**config.mk**
```make
export PLATFORM = sky130hd
export DESIGN_NAME = handshake_fwd_slice_flat
export DESIGN_NICKNAME = d
export VERILOG_FILES = /design/src/rtl/handshake_fwd_slice_if.sv /design/src/rtl/handshake_fwd_slice.sv /design/src/flat_wrapper.sv
export SDC_FILE = /design/constraint.sdc
export NUM_CORES = 1
export LEC_CHECK = 0
export CAP_MARGIN = 30
export CORE_UTILIZATION = 40
export CTS_CLUSTER_DIAMETER = 120
export DETAILED_ROUTE_END_ITERATION = 10
export PLACE_DENSITY = 0.72
export SLEW_MARGIN = 20
export SYNTH_ARGS = -nofsm -noshare
export SYNTH_HDL_FRONTEND = slang
export SYNTH_SLANG_ARGS = --single-unit
```
**constraint.sdc**
```tcl
create_clock -name clk -period 1.4 [get_ports clk]
set_input_delay 0.35 -clock clk [delete_from_list [all_inputs] [get_ports clk]]
set_output_delay 0.35 -clock clk [all_outputs]
set_load 0.03 [all_outputs]
```
**src/rtl/handshake_fwd_slice_if.sv**
```systemverilog
// Valid/ready stream bundle for the forward register slice.
// Upstream (pre) and downstream (post) sides share one interface.
//   valid_pre_i/data_pre_i/ready_pre_o    : upstream side
//   valid_post_o/data_post_o/ready_post_i : downstream side
interface handshake_fwd_slice_if #(
  parameter int DATA_W = 8
);
  logic              valid_pre_i;
  logic [DATA_W-1:0] data_pre_i;
  logic              ready_pre_o;
  logic              valid_post_o;
  logic [DATA_W-1:0] data_post_o;
  logic              ready_post_i;

  // slice side
  modport slave (
    input  valid_pre_i,
    input  data_pre_i,
    output ready_pre_o,
    output valid_post_o,
    output data_post_o,
    input  ready_post_i
  );

  // environment side: drives upstream beats and downstream ready
  modport master (
    output valid_pre_i,
    output data_pre_i,
    input  ready_pre_o,
    input  valid_post_o,
    input  data_post_o,
    output ready_post_i
  );
endinterface

```
**src/rtl/handshake_fwd_slice.sv**
```systemverilog
// Full register slice: 2-entry buffer (output reg + skid reg).
// Ports: clk, rst_n (async low), flush_i, s_if (slave), count_o.
module handshake_fwd_slice #(
  parameter int DATA_W = 8
) (
  input  logic                 clk,
  input  logic                 rst_n,
  input  logic                 flush_i,
  handshake_fwd_slice_if.slave s_if,
  output logic [1:0]           count_o
);

  typedef enum logic [1:0] {
    S_EMPTY = 2'd0,
    S_BUSY  = 2'd1,
    S_FULL  = 2'd2
  } state_t;

  state_t            r_state;
  state_t            w_state_nxt;

  logic              r_valid;
  logic              r_ready;
  logic [1:0]        r_count;
  logic [DATA_W-1:0] r_data;
  logic [DATA_W-1:0] r_skid;

  logic              w_in_fire;
  logic              w_out_fire;
  logic              w_ld_out_in;
  logic              w_ld_out_skid;
  logic              w_ld_skid;
  logic              w_valid_nxt;
  logic              w_ready_nxt;
  logic [1:0]        w_count_nxt;

  assign w_in_fire  = s_if.valid_pre_i & r_ready;
  assign w_out_fire = r_valid & s_if.ready_post_i;

  always_comb begin
    w_state_nxt   = r_state;
    w_ld_out_in   = 1'b0;
    w_ld_out_skid = 1'b0;
    w_ld_skid     = 1'b0;
    if (flush_i) begin
      // buffered beats dropped; data regs keep stale contents
      w_state_nxt = S_EMPTY;
    end else begin
      unique case (r_state)
        S_EMPTY: begin
          if (w_in_fire) begin
            w_state_nxt = S_BUSY;
            w_ld_out_in = 1'b1;
          end
        end
        S_BUSY: begin
          if (w_in_fire && w_out_fire) begin
            w_ld_out_in = 1'b1;
          end else if (w_in_fire) begin
            w_state_nxt = S_FULL;
            w_ld_skid   = 1'b1;
          end else if (w_out_fire) begin
            w_state_nxt = S_EMPTY;
          end
        end
        S_FULL: begin
          // ready_pre_o is low here, so no in_fire
          if (w_out_fire) begin
            w_state_nxt   = S_BUSY;
            w_ld_out_skid = 1'b1;
          end
        end
        default: begin
          w_state_nxt = S_EMPTY;
        end
      endcase
    end
  end

  // Outputs come from dedicated flops loaded
  // with the decode of the next state.
  always_comb begin
    w_valid_nxt = 1'b0;
    w_ready_nxt = 1'b1;
    w_count_nxt = 2'd0;
    unique case (w_state_nxt)
      S_EMPTY: begin
        w_valid_nxt = 1'b0;
        w_ready_nxt = 1'b1;
        w_count_nxt = 2'd0;
      end
      S_BUSY: begin
        w_valid_nxt = 1'b1;
        w_ready_nxt = 1'b1;
        w_count_nxt = 2'd1;
      end
      S_FULL: begin
        w_valid_nxt = 1'b1;
        w_ready_nxt = 1'b0;
        w_count_nxt = 2'd2;
      end
      default: begin
        w_valid_nxt = 1'b0;
        w_ready_nxt = 1'b1;
        w_count_nxt = 2'd0;
      end
    endcase
  end

  always_ff @(posedge clk or negedge rst_n) begin
    if (!rst_n) begin
      r_state <= S_EMPTY;
    end else begin
      r_state <= w_state_nxt;
    end
  end

  always_ff @(posedge clk or negedge rst_n) begin
    if (!rst_n) begin
      r_valid <= 1'b0;
      r_ready <= 1'b1;
      r_count <= 2'd0;
    end else begin
      r_valid <= w_valid_nxt;
      r_ready <= w_ready_nxt;
      r_count <= w_count_nxt;
    end
  end

  always_ff @(posedge clk or negedge rst_n) begin
    if (!rst_n) begin
      r_data <= '0;
    end else if (w_ld_out_in) begin
      r_data <= s_if.data_pre_i;
    end else if (w_ld_out_skid) begin
      r_data <= r_skid;
    end
  end

  always_ff @(posedge clk or negedge rst_n) begin
    if (!rst_n) begin
      r_skid <= '0;
    end else if (w_ld_skid) begin
      r_skid <= s_if.data_pre_i;
    end
  end

  assign s_if.valid_post_o = r_valid;
  assign s_if.ready_pre_o  = r_ready;
  assign s_if.data_post_o  = r_data;
  assign count_o           = r_count;

endmodule

```
**src/flat_wrapper.sv**
```systemverilog
// flat-port wrapper written by rule: the top's interface ports become plain ports
module handshake_fwd_slice_flat 
#(
  parameter int DATA_W = 8
)
  (clk, rst_n, flush_i, count_o, s_if_valid_pre_i, s_if_data_pre_i, s_if_ready_pre_o, s_if_valid_post_o, s_if_data_post_o, s_if_ready_post_i);
  handshake_fwd_slice_if #(.DATA_W(DATA_W)) s_if_i ();
  input  logic clk;
  input  logic rst_n;
  input  logic flush_i;
  output logic [1:0] count_o;
  input wire logic [$bits(s_if_i.valid_pre_i)-1:0] s_if_valid_pre_i;
  input wire logic [$bits(s_if_i.data_pre_i)-1:0] s_if_data_pre_i;
  output wire logic [$bits(s_if_i.ready_pre_o)-1:0] s_if_ready_pre_o;
  output wire logic [$bits(s_if_i.valid_post_o)-1:0] s_if_valid_post_o;
  output wire logic [$bits(s_if_i.data_post_o)-1:0] s_if_data_post_o;
  input wire logic [$bits(s_if_i.ready_post_i)-1:0] s_if_ready_post_i;
  assign s_if_i.valid_pre_i = s_if_valid_pre_i;
  assign s_if_i.data_pre_i = s_if_data_pre_i;
  assign s_if_ready_pre_o = s_if_i.ready_pre_o;
  assign s_if_valid_post_o = s_if_i.valid_post_o;
  assign s_if_data_post_o = s_if_i.data_post_o;
  assign s_if_i.ready_post_i = s_if_ready_post_i;
  handshake_fwd_slice #(.DATA_W(DATA_W)) u_core (.clk(clk), .rst_n(rst_n), .flush_i(flush_i), .s_if(s_if_i), .count_o(count_o));
endmodule
```
==> flow_summary.json <==
{
  "outcome": "finished with violations",
  "violations": "setup timing",
  "placed_area_sq_mm": 0.00141,
  "tns_ns": -1.05,
  "io-pin-count": 25,
  "htreeDepth": 1,
  "finalClockSkew_ns": 0.00331,
  "clock.fmax_mhz": 665,
  "async_flop_share_pct": 100,
  "fin_area_sq_mm": 0.00146,
  "synth_area_per_cell_sq_um": 12.5,
  "synth_edf_count": 0,
  "nFillCells": 205,
  "cp.depth": 6,
  "clk_pin_slew_ns": 0.11,
  "mostFrequentLayoutCells": "dfrtp_1 (20), buf_4 (15), inv_1 (10), clkdlybuf4s50_1 (10)",
  "portBuffers": 24,
  "numCtsBuffers": 3,
  "netlist_top_cells_area": "dfrtp_1 (52%), mux2i_1 (7.9%), mux2_1 (6.7%)",
  "antenna_found_initial": 0,
  "critPathLaunchType": "flop",
  "grt_pass1_wl_um": 3730,
  "layout_commonest_cell": "dfrtp_1",
  "clk_latency_ns": 0.29,
  "synthCells": 81,
  "nets": 142,
  "postCtsHoldBufs": 0,
  "drtPass1Iterations": 4,
  "finalSetupViolCount": 18,
  "cts_buffer_depth": 2,
  "end_kind": "flop",
  "cts_tree": "built",
  "wirelength_um": 2250,
  "grt_max_degree": 16,
  "synth_top_cell_by_area": "dfrtp_1",
  "p_leak_nw": 0.698,
  "synth_top_area_share_pct": 51.9,
  "crit_arrival_ns": 1.70,
  "area_growth_pct": 43.9,
  "ant_nets": 0,
  "drc_errors": 0,
  "drt-vias-per-instance": 5.07,
  "critical_path_buf_inv_count": 2,
  "tightestPinTransition_ns": 0.303,
  "drive_above_1_share_pct": 43.2,
  "netlist_area_sq_mm": 0.00101,
  "vias": 776,
  "synth_ff_type": "dfrtp_1",
  "synth_seq_cells": 22,
  "path_cells": "buf_4 > nand4_1 > a21oi_2 > o21bai_2 > ha_1 > inv_1",
  "grt_pass1_vias": 809,
  "crit_type": "flop to flop",
  "fin_ws_ns": -0.105,
  "cp_max_fo": 3,
  "gr-total-overflow": 0,
  "yosysWarnings": 0,
  "first_iter_violations": 5,
  "hpwlAfterDp_um": 1570,
  "ys_types": 24,
  "hold_viol_final": 0,
  "r2r_cells": 6,
  "slew_viol_final": 0,
  "power_density_mw_per_mm2": 1610,
  "crit_required_ns": 1.60,
  "fin_crit_sh_pct": 107,
  "fp.dieH_um": 52.3,
  "cts_sinks": 22,
  "diodes": 0,
  "crit_family": "flip-flops",
  "hold_path.class": "primary input to async pin",
  "fin_crit_ns": 1.50,
  "die_w_um": 52.3,
  "drv_cap": 0,
  "gp_congestion": 0.799,
  "grt.total_usage_pct": 19.6,
  "ir_drop_mv": 0.956,
  "syn_nets": 97,
  "die-area_sq_mm": 0.00274,
  "slew_headroom_pct": 79.8,
  "max_stage_delay_ns": 0.58,
  "post_drt_wl_per_cell_um": 14.7,
  "cp_slowest_cell": "dfstp_2",
  "rsz0062_at_grt": "yes",
  "core_sq_mm": 0.00230,
  "row_count": 17,
  "start_util_pct": 44.1,
  "cts_root_buf": "clkbuf_4",
  "seq_area_frac_synth_pct": 54.5
}
[cell usage after synthesis, drive strengths merged (2+ instances only)]
cell type / count
mux2i: 8
nor2: 2
inv: 10
mux2: 8
nand2: 3
nand3: 2
dfrtp: 21
ha: 3
o22ai: 8
a21oi: 4
[stage by stage]
| step | power (mW) | instances | hold slack [ns] | util, % | worst slack [ns] |
|---|---|---|---|---|---|
| 2_1_floorplan | 1.61 | 81 | 0.0544 | - | -0.276 |
| 3_3_place_gp | 2.04 | 147 | 0.476 | 61.3 | -0.451 |
| 5_1_grt | 2.52 | 153 | 0.325 | 63.4 | -0.177 |
| 4_1_cts | 2.40 | 152 | 0.347 | 64.7 | -0.107 |
| 3_5_place_dp | 2.09 | 147 | 0.488 | 61.3 | -0.489 |
| 6_report | 2.34 | 153 | 0.353 | 63.4 | -0.105 |
[metal layers]
layer  vias to the layer above  wire (um)  GRT usage [%]
met5                         -          0              0
met4                         0         16           3.95
met3                         2         89           3.48
met2                        17       1250           36.3
met1                       384        890           23.5
li1                        373          -              -
[path summary, 6_finish.rpt]
path                                              end                    start  slack (ns)
hold / removal             u_core.s_if.data_post_o[2]                    rst_n        0.35
min in group clk                     u_core.r_skid[3]         u_core.r_skid[3]        0.52
setup reg to reg             u_core.s_if.valid_post_o  u_core.s_if.ready_pre_o       -0.10
hold reg to reg                      u_core.r_skid[3]         u_core.r_skid[3]        0.52
setup / recovery             u_core.s_if.valid_post_o  u_core.s_if.ready_pre_o       -0.10
max in group asynchronous  u_core.s_if.data_post_o[4]                    rst_n        0.84
[sequential cells by signal (all words and copies together) (netlist names)]
| name | flops |
|---|---|
| u_core.r_state | 2 |
| u_core.s_if.valid_post_o | 1 |
| u_core.r_skid | 8 |
| u_core.s_if.ready_pre_o | 1 |
| u_core.s_if.data_post_o | 8 |
| u_core.count_o | 2 |
[repair_timing]
item | 4_1_cts | 5_1_grt
gates cloned | 0 | 0
pin swaps | 2 | 0
resized for setup | 34 | 14
buffers inserted | 1 | 1
setup endpoints to repair | 32 | 31
[logic make-up (layout without fill, tap and decap cells)]
family / count (synthesis) / after routing / share of synthesized area (%)
AND/OR/NAND/NOR: 12 / 12 / 7.67
flip-flops: 22 / 22 / 54.5
buffers and inverters: 11 / 55 / 4.82
AO/OA/AOI/OAI: 17 / 17 / 12.5
adder cells (fa/ha/maj): 3 / 3 / 3.71
multiplexers: 16 / 16 / 16.8
[power breakdown]
part	total (mW)	internal [mW]	leakage (nW)	switching, mW
clock	0.281	0.111	0.0150	0.170
combinational	1.04	0.466	0.413	0.572
sequential	1.02	0.883	0.270	0.140
total	2.34	1.46	0.698	0.882
[cell type report]
type	count	area [sq um]	share of cell area, %
Timing Repair Buffer	41	340	23.4
Clock buffer	4	26.3	1.80
Multi-Input combinational cell	48	464	31.9
Inverter	10	37.5	2.58
Tap cell	28	35.0	2.41
Sequential cell	22	553	38.0
Note: power is estimated with default switching activity, not from simulation.
